==> src/rtl/aes_core_arbiter_pkg.sv <==
// Shared types and constants for the AES core arbiter (package aes_arb_pkg).
// Optional feature macro: AES_ARB_TIMEOUT_EN (WAIT-state timeout with rsp_error).
package aes_arb_pkg;

  localparam int NUM_REQ_DEF    = 4;
  localparam int DATA_W_DEF     = 128;
  localparam int TIMEOUT_CYCLES = 63;
  localparam int TMO_W          = 6;

  typedef enum logic [1:0] {
    IDLE    = 2'd0,
    LAUNCH  = 2'd1,
    WAIT    = 2'd2,
    RESPOND = 2'd3
  } arb_state_e;

  // Width of a requester index; never below one bit so single-requester builds elaborate.
  function automatic int unsigned ptr_w(input int unsigned n);
    return (n > 1) ? $clog2(n) : 1;
  endfunction

endpackage

==> src/rtl/aes_core_arbiter_if.sv <==
// Bus bundle between the requesters/AES core (master side) and the arbiter (slave side).
// Optional feature macro seen through this bus: AES_ARB_TIMEOUT_EN drives rsp_error.
//
// Handshake semantics:
//   request  : a requester raises req_valid[i] with req_data slice i and holds both
//              until it sees req_ready[i]; a transfer happens on a cycle where both
//              are high. req_ready is a single-cycle one-hot pulse.
//   core     : core_start is a one-cycle pulse qualifying core_plain; the core answers
//              with a one-cycle core_done pulse, core_cipher valid only on that cycle.
//   response : rsp_valid (one-hot) with rsp_data/rsp_error stays high and stable until
//              rsp_ready is seen high; that cycle completes the transfer.
interface aes_core_arbiter_if #(
  parameter int NUM_REQ = 4,
  parameter int DATA_W  = 128
);

  logic [NUM_REQ-1:0]        req_valid;
  logic [NUM_REQ*DATA_W-1:0] req_data;
  logic [NUM_REQ-1:0]        req_ready;
  logic                      core_start;
  logic [DATA_W-1:0]         core_plain;
  logic                      core_done;
  logic [DATA_W-1:0]         core_cipher;
  logic [NUM_REQ-1:0]        rsp_valid;
  logic [DATA_W-1:0]         rsp_data;
  logic                      rsp_ready;
  logic                      rsp_error;

  modport master (
    output req_valid, req_data, core_done, core_cipher, rsp_ready,
    input  req_ready, core_start, core_plain, rsp_valid, rsp_data, rsp_error
  );

  modport slave (
    input  req_valid, req_data, core_done, core_cipher, rsp_ready,
    output req_ready, core_start, core_plain, rsp_valid, rsp_data, rsp_error
  );

endinterface

==> src/rtl/aes_core_arbiter_rr_picker.sv <==
// Combinational round-robin picker: first set request at or above rr_ptr, with wrap.
module rr_picker #(
  parameter int NUM_REQ = 4,
  parameter int PTR_W   = 2
) (
  input  logic [NUM_REQ-1:0] req,
  input  logic [PTR_W-1:0]   rr_ptr,
  output logic [NUM_REQ-1:0] grant,
  output logic               any_req
);

  logic [PTR_W:0]   sum;
  logic [PTR_W-1:0] idx;
  logic             found;

  // Walk the requests starting at rr_ptr; the first hit becomes the one-hot grant.
  always_comb begin
    grant = '0;
    found = 1'b0;
    sum   = '0;
    idx   = '0;
    for (int k = 0; k < NUM_REQ; k++) begin
      sum = {1'b0, rr_ptr} + (PTR_W+1)'(k);
      if (sum >= (PTR_W+1)'(NUM_REQ)) begin
        sum = sum - (PTR_W+1)'(NUM_REQ);
      end
      idx = sum[PTR_W-1:0];
      if (!found && req[idx]) begin
        grant[idx] = 1'b1;
        found      = 1'b1;
      end
    end
  end

  assign any_req = |req;

endmodule

==> src/rtl/aes_core_arbiter.sv <==
// Round-robin arbiter sharing one AES core between NUM_REQ requesters, one job at a time.
// Optional feature macro: AES_ARB_TIMEOUT_EN adds a 6-bit WAIT timeout that answers
// with rsp_error=1 and zero data when the core never signals done.
module aes_core_arbiter
  import aes_arb_pkg::*;
#(
  parameter int NUM_REQ = NUM_REQ_DEF,
  parameter int DATA_W  = DATA_W_DEF
) (
  input  logic              clk,
  input  logic              reset,
  aes_core_arbiter_if.slave bus,
  output logic              busy,
  output arb_state_e        dbg_state
);

  localparam int PTR_W = ptr_w(NUM_REQ);

  arb_state_e         state;
  arb_state_e         state_next;
  logic [PTR_W-1:0]   rr_ptr;
  logic [PTR_W-1:0]   grant;
  logic [PTR_W-1:0]   ptr_next;
  logic [NUM_REQ-1:0] pick_oh;
  logic               any_req;
  logic [PTR_W-1:0]   win_idx;
  logic [DATA_W-1:0]  win_data;
  logic [DATA_W-1:0]  core_plain_q;
  logic [DATA_W-1:0]  rsp_data_q;
  logic [NUM_REQ-1:0] rsp_valid_c;
  logic               timeout_hit;

  rr_picker #(
    .NUM_REQ (NUM_REQ),
    .PTR_W   (PTR_W)
  ) u_picker (
    .req     (bus.req_valid),
    .rr_ptr  (rr_ptr),
    .grant   (pick_oh),
    .any_req (any_req)
  );

  // Turn the one-hot pick into an index and select that requester's plaintext.
  always_comb begin
    win_idx  = '0;
    win_data = '0;
    for (int i = 0; i < NUM_REQ; i++) begin
      if (pick_oh[i]) begin
        win_idx  = PTR_W'(i);
        win_data = bus.req_data[i*DATA_W +: DATA_W];
      end
    end
  end

  assign ptr_next = (grant == PTR_W'(NUM_REQ - 1)) ? '0 : grant + 1'b1;

`ifdef AES_ARB_TIMEOUT_EN
  localparam logic [TMO_W-1:0] TMO_LAST = TMO_W'(TIMEOUT_CYCLES - 1);

  logic [TMO_W-1:0] tmo_cnt;
  logic             rsp_error_q;

  // Count WAIT cycles; cleared in LAUNCH so each job starts its budget at zero.
  always_ff @(posedge clk or posedge reset) begin
    if (reset) begin
      tmo_cnt <= '0;
    end else if (state == LAUNCH) begin
      tmo_cnt <= '0;
    end else if (state == WAIT) begin
      tmo_cnt <= tmo_cnt + 1'b1;
    end
  end

  // The 63rd WAIT cycle without core_done gives up; a same-cycle core_done wins.
  assign timeout_hit = (state == WAIT) && (tmo_cnt == TMO_LAST) && !bus.core_done;

  // Error flag: raised by a timeout, dropped by a normal completion or the handshake.
  always_ff @(posedge clk or posedge reset) begin
    if (reset) begin
      rsp_error_q <= 1'b0;
    end else if (state == WAIT && bus.core_done) begin
      rsp_error_q <= 1'b0;
    end else if (timeout_hit) begin
      rsp_error_q <= 1'b1;
    end else if (state == RESPOND && bus.rsp_ready) begin
      rsp_error_q <= 1'b0;
    end
  end

  assign bus.rsp_error = rsp_error_q;
`else
  assign timeout_hit   = 1'b0;
  assign bus.rsp_error = 1'b0;
`endif

  // FSM state register.
  always_ff @(posedge clk or posedge reset) begin
    if (reset) begin
      state <= IDLE;
    end else begin
      state <= state_next;
    end
  end

  // FSM next state: one job in flight; core_done only matters in WAIT.
  always_comb begin
    state_next = state;
    case (state)
      IDLE:    if (any_req) state_next = LAUNCH;
      LAUNCH:  state_next = WAIT;
      WAIT:    if (bus.core_done || timeout_hit) state_next = RESPOND;
      RESPOND: if (bus.rsp_ready) state_next = IDLE;
      default: state_next = IDLE;
    endcase
  end

  // Job datapath: latch the winner at accept, the ciphertext at done, advance rr_ptr at handshake.
  always_ff @(posedge clk or posedge reset) begin
    if (reset) begin
      rr_ptr       <= '0;
      grant        <= '0;
      core_plain_q <= '0;
      rsp_data_q   <= '0;
    end else begin
      case (state)
        IDLE: begin
          if (any_req) begin
            grant        <= win_idx;
            core_plain_q <= win_data;
          end
        end
        WAIT: begin
          if (bus.core_done) begin
            rsp_data_q <= bus.core_cipher;
          end else if (timeout_hit) begin
            rsp_data_q <= '0;
          end
        end
        RESPOND: begin
          if (bus.rsp_ready) begin
            rr_ptr <= ptr_next;
          end
        end
        default: ;
      endcase
    end
  end

  // One-hot response valid toward the requester that owns the job.
  always_comb begin
    rsp_valid_c = '0;
    for (int i = 0; i < NUM_REQ; i++) begin
      if (state == RESPOND && grant == PTR_W'(i)) begin
        rsp_valid_c[i] = 1'b1;
      end
    end
  end

  // Accept pulse only from IDLE, and never while reset is held.
  assign bus.req_ready  = (state == IDLE && !reset) ? pick_oh : '0;
  assign bus.core_start = (state == LAUNCH);
  assign bus.core_plain = core_plain_q;
  assign bus.rsp_valid  = rsp_valid_c;
  assign bus.rsp_data   = rsp_data_q;
  assign busy           = (state != IDLE);
  assign dbg_state      = state;

endmodule

==> src/flat_wrapper.sv <==
// flat-port wrapper written by rule: the top's interface ports become plain ports
module aes_core_arbiter_flat import aes_arb_pkg::*;
#(
  parameter int NUM_REQ = NUM_REQ_DEF,
  parameter int DATA_W  = DATA_W_DEF
)
  (clk, reset, busy, dbg_state, bus_req_valid, bus_req_data, bus_core_done, bus_core_cipher, bus_rsp_ready, bus_req_ready, bus_core_start, bus_core_plain, bus_rsp_valid, bus_rsp_data, bus_rsp_error);
  aes_core_arbiter_if #(.NUM_REQ(NUM_REQ), .DATA_W(DATA_W)) bus_i ();
  input  logic clk;
  input  logic reset;
  output logic busy;
  output arb_state_e dbg_state;
  input wire logic [$bits(bus_i.req_valid)-1:0] bus_req_valid;
  input wire logic [$bits(bus_i.req_data)-1:0] bus_req_data;
  input wire logic [$bits(bus_i.core_done)-1:0] bus_core_done;
  input wire logic [$bits(bus_i.core_cipher)-1:0] bus_core_cipher;
  input wire logic [$bits(bus_i.rsp_ready)-1:0] bus_rsp_ready;
  output wire logic [$bits(bus_i.req_ready)-1:0] bus_req_ready;
  output wire logic [$bits(bus_i.core_start)-1:0] bus_core_start;
  output wire logic [$bits(bus_i.core_plain)-1:0] bus_core_plain;
  output wire logic [$bits(bus_i.rsp_valid)-1:0] bus_rsp_valid;
  output wire logic [$bits(bus_i.rsp_data)-1:0] bus_rsp_data;
  output wire logic [$bits(bus_i.rsp_error)-1:0] bus_rsp_error;
  assign bus_i.req_valid = bus_req_valid;
  assign bus_i.req_data = bus_req_data;
  assign bus_i.core_done = bus_core_done;
  assign bus_i.core_cipher = bus_core_cipher;
  assign bus_i.rsp_ready = bus_rsp_ready;
  assign bus_req_ready = bus_i.req_ready;
  assign bus_core_start = bus_i.core_start;
  assign bus_core_plain = bus_i.core_plain;
  assign bus_rsp_valid = bus_i.rsp_valid;
  assign bus_rsp_data = bus_i.rsp_data;
  assign bus_rsp_error = bus_i.rsp_error;
  aes_core_arbiter #(.NUM_REQ(NUM_REQ), .DATA_W(DATA_W)) u_core (.clk(clk), .reset(reset), .bus(bus_i), .busy(busy), .dbg_state(dbg_state));
endmodule
==> config.mk <==
export PLATFORM = sky130hd
export DESIGN_NAME = aes_core_arbiter_flat
export DESIGN_NICKNAME = d
export VERILOG_FILES = /design/src/rtl/aes_core_arbiter_pkg.sv /design/src/rtl/aes_core_arbiter_if.sv /design/src/rtl/aes_core_arbiter_rr_picker.sv /design/src/rtl/aes_core_arbiter.sv /design/src/flat_wrapper.sv
export SDC_FILE = /design/constraint.sdc
export NUM_CORES = 1
export LEC_CHECK = 0
export BUFFER_PORTS_ARGS = -buffer_cell sky130_fd_sc_hd__buf_4
export CORE_AREA = 3 3 355 357
export CTS_BUF_LIST = sky130_fd_sc_hd__clkbuf_4 sky130_fd_sc_hd__clkbuf_8
export CTS_CLUSTER_DIAMETER = 120
export DETAILED_ROUTE_END_ITERATION = 16
export DIE_AREA = 0 0 358 360
export PLACE_DENSITY_LB_ADDON = 0.15
export SYNTH_ARGS = -nofsm -noshare
export SYNTH_HDL_FRONTEND = slang
export SYNTH_SLANG_ARGS = --single-unit
==> constraint.sdc <==
create_clock -name clk -period 27.1 [get_ports clk]
set_clock_uncertainty 0.1 [all_clocks]
set_input_delay 5.42 -clock clk [delete_from_list [all_inputs] [get_ports clk]]
set_output_delay 5.42 -clock clk [all_outputs]
set_load 0.01 [all_outputs]
== After elaboration in Yosys (flattened, before gate mapping) ==
Index checks and enable logic that the tools add are counted.

* Mux-type cells: 44
* $lt $le $gt $ge: 12
* Reductions and logical operators: 24
* $add $sub $neg: 8
* Equal/unequal tests: 9
* Bitwise gates (word level): 3

{| class="wikitable"
|+ Operator list
! kind !! number
|-
| 128-bit 2-to-1 mux || 4
|-
| 2-bit 2-to-1 mux || 10
|-
| 4-bit 2-to-1 mux || 5
|-
| 1-bit 2-to-1 mux || 16
|-
| 1-bit logical AND || 12
|-
| 2-bit by 3-bit less-than comparator with 1-bit output, second input constant || 4
|-
| 4-bit OR || 3
|-
| 3-bit greater-or-equal comparator, second input constant || 3
|-
| 1-bit binary-select mux with 2-bit select || 4
|-
| 1-bit demux with 2-bit select || 4
|-
| 2-bit equality test, second input constant || 4
|-
| 2-bit by 1-bit greater-or-equal comparator with 1-bit output, second input constant || 4
|-
| 2-bit case mux with 4 select lines || 1
|-
| 2-bit by 1-bit subtractor with 2-bit output, second input constant || 4
|-
| 2-bit by 2-bit adder with 3-bit output, second input constant || 2
|-
| 2-bit AND reduction || 3
|-
| 2-bit by 1-bit equality test with 1-bit output, second input constant || 2
|-
| 1-bit zero test || 4
|-
| 2-bit zero test || 2
|-
| 2-bit inequality test, second input constant || 2
|-
| 4-bit OR reduction || 1
|-
| 2-bit by 1-bit adder with 3-bit output, second input constant || 1
|-
| 2-bit by 3-bit greater-or-equal comparator with 1-bit output, second input constant || 1
|-
| 3-bit AND reduction || 1
|-
| other kinds (3) || 3
|}

* Register bits after elaboration: 262
* Bits of input ports: 648
* Word-level logic and storage cells: 105
* Output and inout bits: 269

== Depth between registers and ports, before layout ==
Gate-level depths: netlist of run 1.

* Depth after elaboration: 18
* Gate-level depth with buffers: 12
* Gate-level depth less buffers: 8

== Modules after synthesis ==
Synthesis of run 1 repeated with hierarchy kept, for this count alone.

* Cells, all modules: 1237
* Area, all modules: 13869.6 µm²

{| class="wikitable"
|+ By module, submodules not included
! module !! cells an instance !! area each (µm²) !! times used
|-
| aes_core_arbiter || 1206 || 13559.3 || 1
|-
| rr_picker || 31 || 310.3 || 1
|}

== Worst setup path after synthesis of run 1 ==
No wires, ideal clock.

* Path kind: in2out
* From: in reset
* To: out bus_req_ready[0]
* Path slack: 9.610 ns
* Stages on the path: 3
* Buffers on the path: 0
* Data arrival time: 11.970 ns
* Required time: 21.580 ns
* Cell sequence: inv_1 -> nand2_1 -> a21oi_1

* Longest elaborated chain between the ends: 3

{| class="wikitable"
|+ Ends and longest elaborated chain
! element !! line !! RTL
|-
| start, declared || flat_wrapper.sv:10 || <nowiki>input logic reset;</nowiki>
|-
| 1-bit zero test (no line) || n/a ||
|-
| 1-bit logical AND || aes_core_arbiter.sv:160 || <nowiki>assign bus.req_ready = (state == IDLE && !reset) ? pick_oh : '0;</nowiki>
|-
| 4-bit 2-to-1 mux || aes_core_arbiter.sv:160 ||
|-
| end, declared || flat_wrapper.sv:18 || <nowiki>output wire logic [$bits(bus_i.req_ready)-1:0] bus_req_ready;</nowiki>
|}

Every way passes these cells.

== Final worst setup path of run 1 ==
* From: in bus_req_valid[3]
* To: out bus_req_ready[3]

* Longest elaborated chain between the ends: 13

{| class="wikitable"
|+ Ends and longest elaborated chain
! element !! line !! RTL
|-
| start, declared || flat_wrapper.sv:13 || <nowiki>input wire logic [$bits(bus_i.req_valid)-1:0] bus_req_valid;</nowiki>
|-
| 1-bit binary-select mux with 2-bit select || aes_core_arbiter_rr_picker.sv:28 || <nowiki>if (!found && req[idx]) begin</nowiki>
|-
| 1-bit 2-to-1 mux (implied by the code) || aes_core_arbiter_rr_picker.sv:28 ||
|-
| 1-bit 2-to-1 mux || aes_core_arbiter_rr_picker.sv:28 ||
|-
| 1-bit zero test || aes_core_arbiter_rr_picker.sv:28 ||
|-
| 1-bit logical AND || aes_core_arbiter_rr_picker.sv:28 ||
|-
| 1-bit 2-to-1 mux || aes_core_arbiter_rr_picker.sv:28 ||
|-
| 1-bit zero test || aes_core_arbiter_rr_picker.sv:28 ||
|-
| 1-bit logical AND || aes_core_arbiter_rr_picker.sv:28 ||
|-
| 1-bit 2-to-1 mux || aes_core_arbiter_rr_picker.sv:28 ||
|-
| 1-bit zero test || aes_core_arbiter_rr_picker.sv:28 ||
|-
| 1-bit logical AND || aes_core_arbiter_rr_picker.sv:28 ||
|-
| 4-bit 2-to-1 mux * || aes_core_arbiter_rr_picker.sv:28 ||
|-
| 4-bit 2-to-1 mux * || aes_core_arbiter.sv:160 ||
|}

Mark *: on every way between the ends. The rest lies on a longest branch, timed or not. The select of a mux whose other input is x is not followed.

==> results of run 1 <==
[worst max-delay path: stages]
cell and delay, ps:
sky130_fd_sc_hd__buf_4 150, sky130_fd_sc_hd__mux4_2 540, sky130_fd_sc_hd__nand3b_1 230, sky130_fd_sc_hd__a221oi_4 250, sky130_fd_sc_hd__or2_4 470, sky130_fd_sc_hd__nor2b_1 340
sky130_fd_sc_hd__buf_4 210
[power by group through the flow]
| stage | Combinational, mW | Sequential (mW) | Clock (mW) |
|---|---|---|---|
| 2_1_floorplan | 1.23 | 0.785 | 0 |
| 3_3_place_gp | 2.15 | 0.718 | 0 |
| 3_5_place_dp | 2.16 | 0.723 | 0 |
| 4_1_cts | 2.17 | 0.719 | 0.522 |
| 5_1_grt | 2.29 | 0.741 | 0.535 |
| 6_report | 2.11 | 0.718 | 0.492 |
[metal layers]
layer / track usage / vias to the layer above / part of all wire
met1: 0.147 / 7869 / 0.37
met5: 0 / - / 0.00025
met3: 0.0360 / 119 / 0.068
met2: 0.253 / 551 / 0.54
li1: - / 7056 / -
met4: 0.0433 / 4 / 0.027
[kinds of logic (layout without fill, tap and decap cells)]
group,count (synthesis),count (layout),synth area share
AO/OA/AOI/OAI,411,411,0.282
adder cells (fa/ha/maj),15,15,0.0121
buffers and inverters,158,1050,0.0557
flip-flops,262,262,0.424
multiplexers,133,133,0.0998
other,1,15,0.000243
AND/OR/NAND/NOR,415,415,0.126
[flip-flops by register name, summed over array words and instances (netlist names)]
name,cells
u_core.bus.rsp_data,128
u_core.bus.core_plain,128
u_core.dbg_state,2
u_core.grant,2
u_core.rr_ptr,2
[final cells by class]
class | count | share of cell area
clock inverters | 8 | 0.00599
flip-flops and latches | 262 | 0.262
multi-input cells | 975 | 0.323
inverters | 15 | 0.00255
diodes | 14 | 0.00140
clock buffers | 87 | 0.0418
repair buffers | 940 | 0.282
well taps | 1637 | 0.0817
[Yosys cell counts, types with 11 or more instances]
master / instances / area [µm²]
sky130_fd_sc_hd__dfrtp_1: 262 / 6560
sky130_fd_sc_hd__nand2_1: 262 / 983
sky130_fd_sc_hd__mux2_2: 129 / 1450
sky130_fd_sc_hd__nand4_1: 127 / 795
sky130_fd_sc_hd__o21bai_1: 127 / 953
sky130_fd_sc_hd__a221oi_2: 100 / 1500
sky130_fd_sc_hd__o211ai_2: 100 / 1250
sky130_fd_sc_hd__clkbuf_1: 76 / 285
sky130_fd_sc_hd__a221oi_1: 29 / 254
sky130_fd_sc_hd__o211ai_1: 27 / 203
sky130_fd_sc_hd__buf_2: 23 / 115
sky130_fd_sc_hd__buf_1: 20 / 75.1
sky130_fd_sc_hd__ha_1: 15 / 188
sky130_fd_sc_hd__inv_1: 15 / 56.3
sky130_fd_sc_hd__buf_12: 11 / 220
[worst paths after layout]
kind	start	end	slack, ps	cells after the start
max in group asynchronous	reset	u_core.bus.core_plain[0]	20120	4
worst min register to register	u_core.bus.core_plain[124]	u_core.bus.core_plain[124]	390	2
min in group asynchronous	reset	u_core.bus.rsp_data[57]	4750	2
worst min-delay path	u_core.bus.core_plain[124]	u_core.bus.core_plain[124]	390	2
worst max-delay path	bus_req_valid[3]	bus_req_ready[3]	13950	7
worst max register to register	u_core.rr_ptr[0]	u_core.bus.core_plain[53]	22050	9
==> reports/results.ini, run 1 <==
[route]
ant_nets = 0
route.detailed.wl_per_inst_um = 23.2
drt-initial-drc-count = 723
drcViolationCount = 0
dr_total_vias = 15600
finalWirelength_um = 91500
first_pass_drt_iterations = 6
vias_per_cell = 3.96

[timing]
tightest_slew_ps = 1120
total_count_of_max_transition_violations_in_the_final_report = 0
holdWs_ps = 395
setup-violations-final = 0
slew_headroom = 0.250
post-route-min-period_ps = 13150
report.final.hold_viol_count = 0
rsz0062_at_grt = no
fin_ws_ps = 13950
timing.setup.tns_ps = 0
period_share = 0.485
timing_limited_maximum_frequency_ghz = 0.0760

[cells_and_area]
layout_common_cells = sky130_fd_sc_hd__buf_4, sky130_fd_sc_hd__dfrtp_1, sky130_fd_sc_hd__nand2_1, sky130_fd_sc_hd__mux2_2
seqCellArea_um2 = 6560
layout.cells.most_common = sky130_fd_sc_hd__buf_4
fillCellCount = 13700
post_route_cells_drive_above_1_share = 0.603
final_nets = 2915
instances_no_fill = 3938
post-route-util = 0.203
area_delta_synth_final_pct = 62.2
multiInputGateArea_um2 = 8100
post-route-cell-area_um2 = 25100

[placement]
placed_cells_incl_taps = 3829
dpl-instance-area_um2 = 23800
pre_cts_slack_ps = 13950
io_buffers = 915
place.gp.congestion = 0.814
detailed_placement_hpwl_um = 68700

[clocking]
clk_latency_ps = 680
tritoncts = built
cts_post_setup_buffers_inserted = 0
h-tree-depth = 2
cts.path.max_buffers = 3
ctsRootBufferMaster = sky130_fd_sc_hd__clkbuf_8
numClockSinks = 262
post_cts_hold_buffer_count = 0
post_cts.resized_instances = 0
worst_setup_hold_path_clk_slew_ps = 60
tritoncts.num_buffers = 58

[logic_synthesis]
syn_avg_cell_area_um2 = 11.1
share_of_synthesized_area_occupied_by_flip_flops_and_latches = 0.424
synth_edf_count = 0
number_of_standard_cells_after_synthesis = 1395
async_reset_ff_frac = 1.00
synth-main-ff-cell = sky130_fd_sc_hd__dfrtp_1
ys_warn_count = 0
yosys.cell_types.count = 49
mappedNetlistArea_um2 = 15500
post_synth_net_total = 2058
yosys_register_bits = 262

[setup_path]
cp-start-kind = primary input
crit_arrival_ps = 7630
crit_type = in2out
kind_of_end_point_of_the_critical_path = primary output
critical_path.max_fanout = 20
worstPathRequired_ps = 21580

[power_and_ir_drop]
internal-power_mw = 1.71
combinationalPowerShare = 0.636
power.switching_fraction = 0.486
p_seq_frac = 0.216
power.clock.fraction = 0.148
total_switching_power_mw = 1.61
p_total_mw = 3.32
power.ir.vdd_worst_mv = 0.118
power_density_nw_per_um2 = 133
power.leakage_nw = 11.5

[global_routing]
grt_max_degree = 82
gr-total-overflow = 0
antenna_found_initial = 12
groute.usage.overall = 0.135
grt_pass1_wl_um = 128000
grt_pass1_vias = 17000

[min_path]
worst_hold_path_type = reg2reg

[floorplan]
rows = 129
core_area_um2 = 123000
floorplan.die.width_um = 358
floorplan.initialDensity = 0.125
dieHeight_um = 360
design.die.area_um2 = 129000
ios = 917

[job]
maxCapViolations = 0

[status]
run_status = finished clean

Power figures use the tool's default switching activity.
==> inputs of run 2 (changes only) <==
Clock period 27.1 ns to 11.2 ns, I/O delays scaled along.
==> run 2 against run 1 <==
- via count is essentially flat
- sequential cell count is the same
- critical endpoint is now bus_req_ready[2]
- sequential share of layout area shrank 0.094 points
- die area is the same
- first-iteration DRC count shrank 4.7%
- global-route usage is essentially flat
- clock power grew 150%
- final area grew 0.36%
==> reports/results.ini, run 2 (synthesis gave the netlist of run 1 again) <==
[global_routing]
gr-total-overflow = 0  ; unchanged
antenna_found_initial = 10  ; was 12
grt_max_degree = 132  ; was 82
grt_pass1_vias = 16900  ; was 17,000
grt_pass1_wl_um = 127000  ; was 128,000 µm
groute.usage.overall = 0.135  ; about the same

[route]
drt-initial-drc-count = 689  ; was 723
finalWirelength_um = 91900  ; was 91,500 µm
drcViolationCount = 0  ; unchanged
dr_total_vias = 15600  ; about the same
first_pass_drt_iterations = 5  ; was 6
vias_per_cell = 3.96  ; about the same
ant_nets = 0  ; unchanged
route.detailed.wl_per_inst_um = 23.3  ; was 23.2 µm

[clocking]
cts.path.max_buffers = 3  ; unchanged
tritoncts.num_buffers = 57  ; was 58
tritoncts = built  ; unchanged
post_cts_hold_buffer_count = 0  ; unchanged
post_cts.resized_instances = 0  ; unchanged
ctsRootBufferMaster = sky130_fd_sc_hd__clkbuf_8  ; unchanged
numClockSinks = 262  ; unchanged
h-tree-depth = 2  ; unchanged
worst_setup_hold_path_clk_slew_ps = 60  ; about the same
clk_latency_ps = 670  ; was 680 ps
cts_post_setup_buffers_inserted = 0  ; unchanged

[floorplan]
rows = 129  ; unchanged
dieHeight_um = 360  ; unchanged
floorplan.initialDensity = 0.125  ; unchanged
floorplan.die.width_um = 358  ; unchanged
ios = 917  ; unchanged
design.die.area_um2 = 129000  ; unchanged
core_area_um2 = 123000  ; unchanged

[setup_path]
crit_path_frequent_cell = sky130_fd_sc_hd__buf_4  ; unchanged
cp-start-kind = primary input  ; unchanged
timing.reg2reg.worst_path_depth = 10  ; was 9
worstPathRequired_ps = 8860  ; was 21,580 ps
kind_of_end_point_of_the_critical_path = primary output  ; unchanged
critical_path.slowest_cell = sky130_fd_sc_hd__a2111oi_1  ; was sky130_fd_sc_hd__mux4_2
crit_path_launch = bus_req_valid[0]  ; was bus_req_valid[3]
cpLargestDelayFamily = compound AO/OA/AOI/OAI gates  ; was simple AND/OR/NAND/NOR gates
timing.critical_path.slowest_cell_delay_ps = 680  ; was 540 ps
setup.reg_to_reg.worst_slack_ps = 6530  ; was 22,050 ps
worstReg2RegEnd = u_core.bus.core_plain[15]  ; was u_core.bus.core_plain[53]
worstPathCellList = buf_4, or3b_1, a2111oi_1, o21ai_0, a21oi_1, buf_4  ; was buf_4, mux4_2, nand3b_1, a221oi_4, or2_4, nor2b_1, buf_4
critical_path_cell_count = 6  ; was 7
crit_type = in2out  ; unchanged
critical_path.max_fanout = 8  ; was 20
endpoint = bus_req_ready[2]  ; was bus_req_ready[3]
crit_arrival_ps = 4610  ; was 7630 ps
start_of_the_worst_register_to_register_path = u_core.rr_ptr[0]  ; unchanged
timing.critical_path.buf_inv = 2  ; unchanged

[placement]
detailed_placement_hpwl_um = 68100  ; was 68,700 µm
dpl-instance-area_um2 = 23800  ; about the same
pre_cts_slack_ps = 4330  ; was 13,950 ps
io_buffers = 915  ; unchanged
place.gp.congestion = 0.813  ; was 0.814
placed_cells_incl_taps = 3829  ; unchanged

[cells_and_area]
layout_common_cells = sky130_fd_sc_hd__buf_4, sky130_fd_sc_hd__dfrtp_1, sky130_fd_sc_hd__nand2_1, sky130_fd_sc_hd__mux2_2  ; unchanged
layout.cells.most_common = sky130_fd_sc_hd__buf_4  ; unchanged
seqCellArea_um2 = 6560  ; unchanged
post-route-cell-area_um2 = 25200  ; was 25,100 µm²
instances_no_fill = 3941  ; was 3,938
area_delta_synth_final_pct = 62.7  ; was 62.2%
post-route-util = 0.204  ; was 0.203
post_route_cells_drive_above_1_share = 0.605  ; was 0.603
final_nets = 2914  ; was 2,915
multiInputGateArea_um2 = 8100  ; unchanged
fillCellCount = 13700  ; about the same

[timing]
rsz0062_at_grt = no  ; unchanged
post-route-min-period_ps = 6950
fin_ws_ps = 4250  ; was 13,950 ps
period_share = 0.620
timing_limited_maximum_frequency_ghz = 0.144
slew_headroom = 0.233  ; was 0.250
tightest_slew_ps = 1150  ; was 1120 ps
timing.setup.tns_ps = 0  ; unchanged
report.final.hold_viol_count = 0  ; unchanged
total_count_of_max_transition_violations_in_the_final_report = 0  ; unchanged
holdWs_ps = 398  ; was 395 ps
setup-violations-final = 0  ; unchanged

[power_and_ir_drop]
power.switching_fraction = 0.485  ; was 0.486
p_seq_frac = 0.216  ; about the same
total_switching_power_mw = 3.91  ; was 1.61 mW
power.ir.vdd_worst_mv = 0.229  ; was 0.118 mV
power.leakage_nw = 11.6  ; was 11.5 nW
combinationalPowerShare = 0.634  ; was 0.636
p_total_mw = 8.06  ; was 3.32 mW
power.clock.fraction = 0.150  ; was 0.148
power_density_nw_per_um2 = 321  ; was 133 nW/µm²
internal-power_mw = 4.15  ; was 1.71 mW

[min_path]
worst_hold_path_type = reg2reg  ; unchanged

[job]
maxCapViolations = 0  ; unchanged

[status]
run_status = finished clean  ; unchanged

run 2: tightest hold or removal path, delay by kind of cell, from the launching register on:
family	cells	cell delay [ps]
and+or+nand+nor	1	60
AOI/OAI and AO/OA	1	60
DFF	1	340
run 2: worst min-delay path by stage:
stage / start / to / slack (ps) / depth (start not counted)
global route: u_core.bus.rsp_data[51] / u_core.bus.rsp_data[51] / 410 / 1
CTS: u_core.bus.core_plain[99] / u_core.bus.core_plain[99] / 400 / 2
global placement: u_core.bus.core_plain[5] / u_core.bus.core_plain[5] / 380 / 2
finish: u_core.bus.core_plain[109] / u_core.bus.core_plain[109] / 400 / 2
floorplan: u_core.grant[0] / u_core.rr_ptr[0] / 390 / 1
detailed placement: u_core.bus.core_plain[52] / u_core.bus.core_plain[52] / 390 / 2
run 2: power by group through the flow:
stage	Sequential, mW	Combinational, mW	Clock [mW]
2_1_floorplan	1.90	2.99	0
3_3_place_gp	1.75	5.17	0
3_5_place_dp	1.76	5.23	0
4_1_cts	1.75	5.23	1.28
5_1_grt	1.80	5.49	1.32
6_report	1.75	5.11	1.21
run 2: final cells by class:
cell class              count  area share
multi-input cells         975       0.322
repair buffers            940       0.281
inverters                  15     0.00254
well taps                1637      0.0814
clock inverters             8     0.00259
diodes                      6    0.000597
clock buffers              98      0.0489
flip-flops and latches    262       0.261
run 2: per-layer routing:
metal	vias up	track usage	part of all wire	routed length [µm]
li1	7061	-	-	-
met1	7871	0.145	0.37	33800
met2	567	0.254	0.54	49400
met3	105	0.0363	0.069	6320
met4	6	0.0424	0.026	2380
met5	-	0	0.00045	41
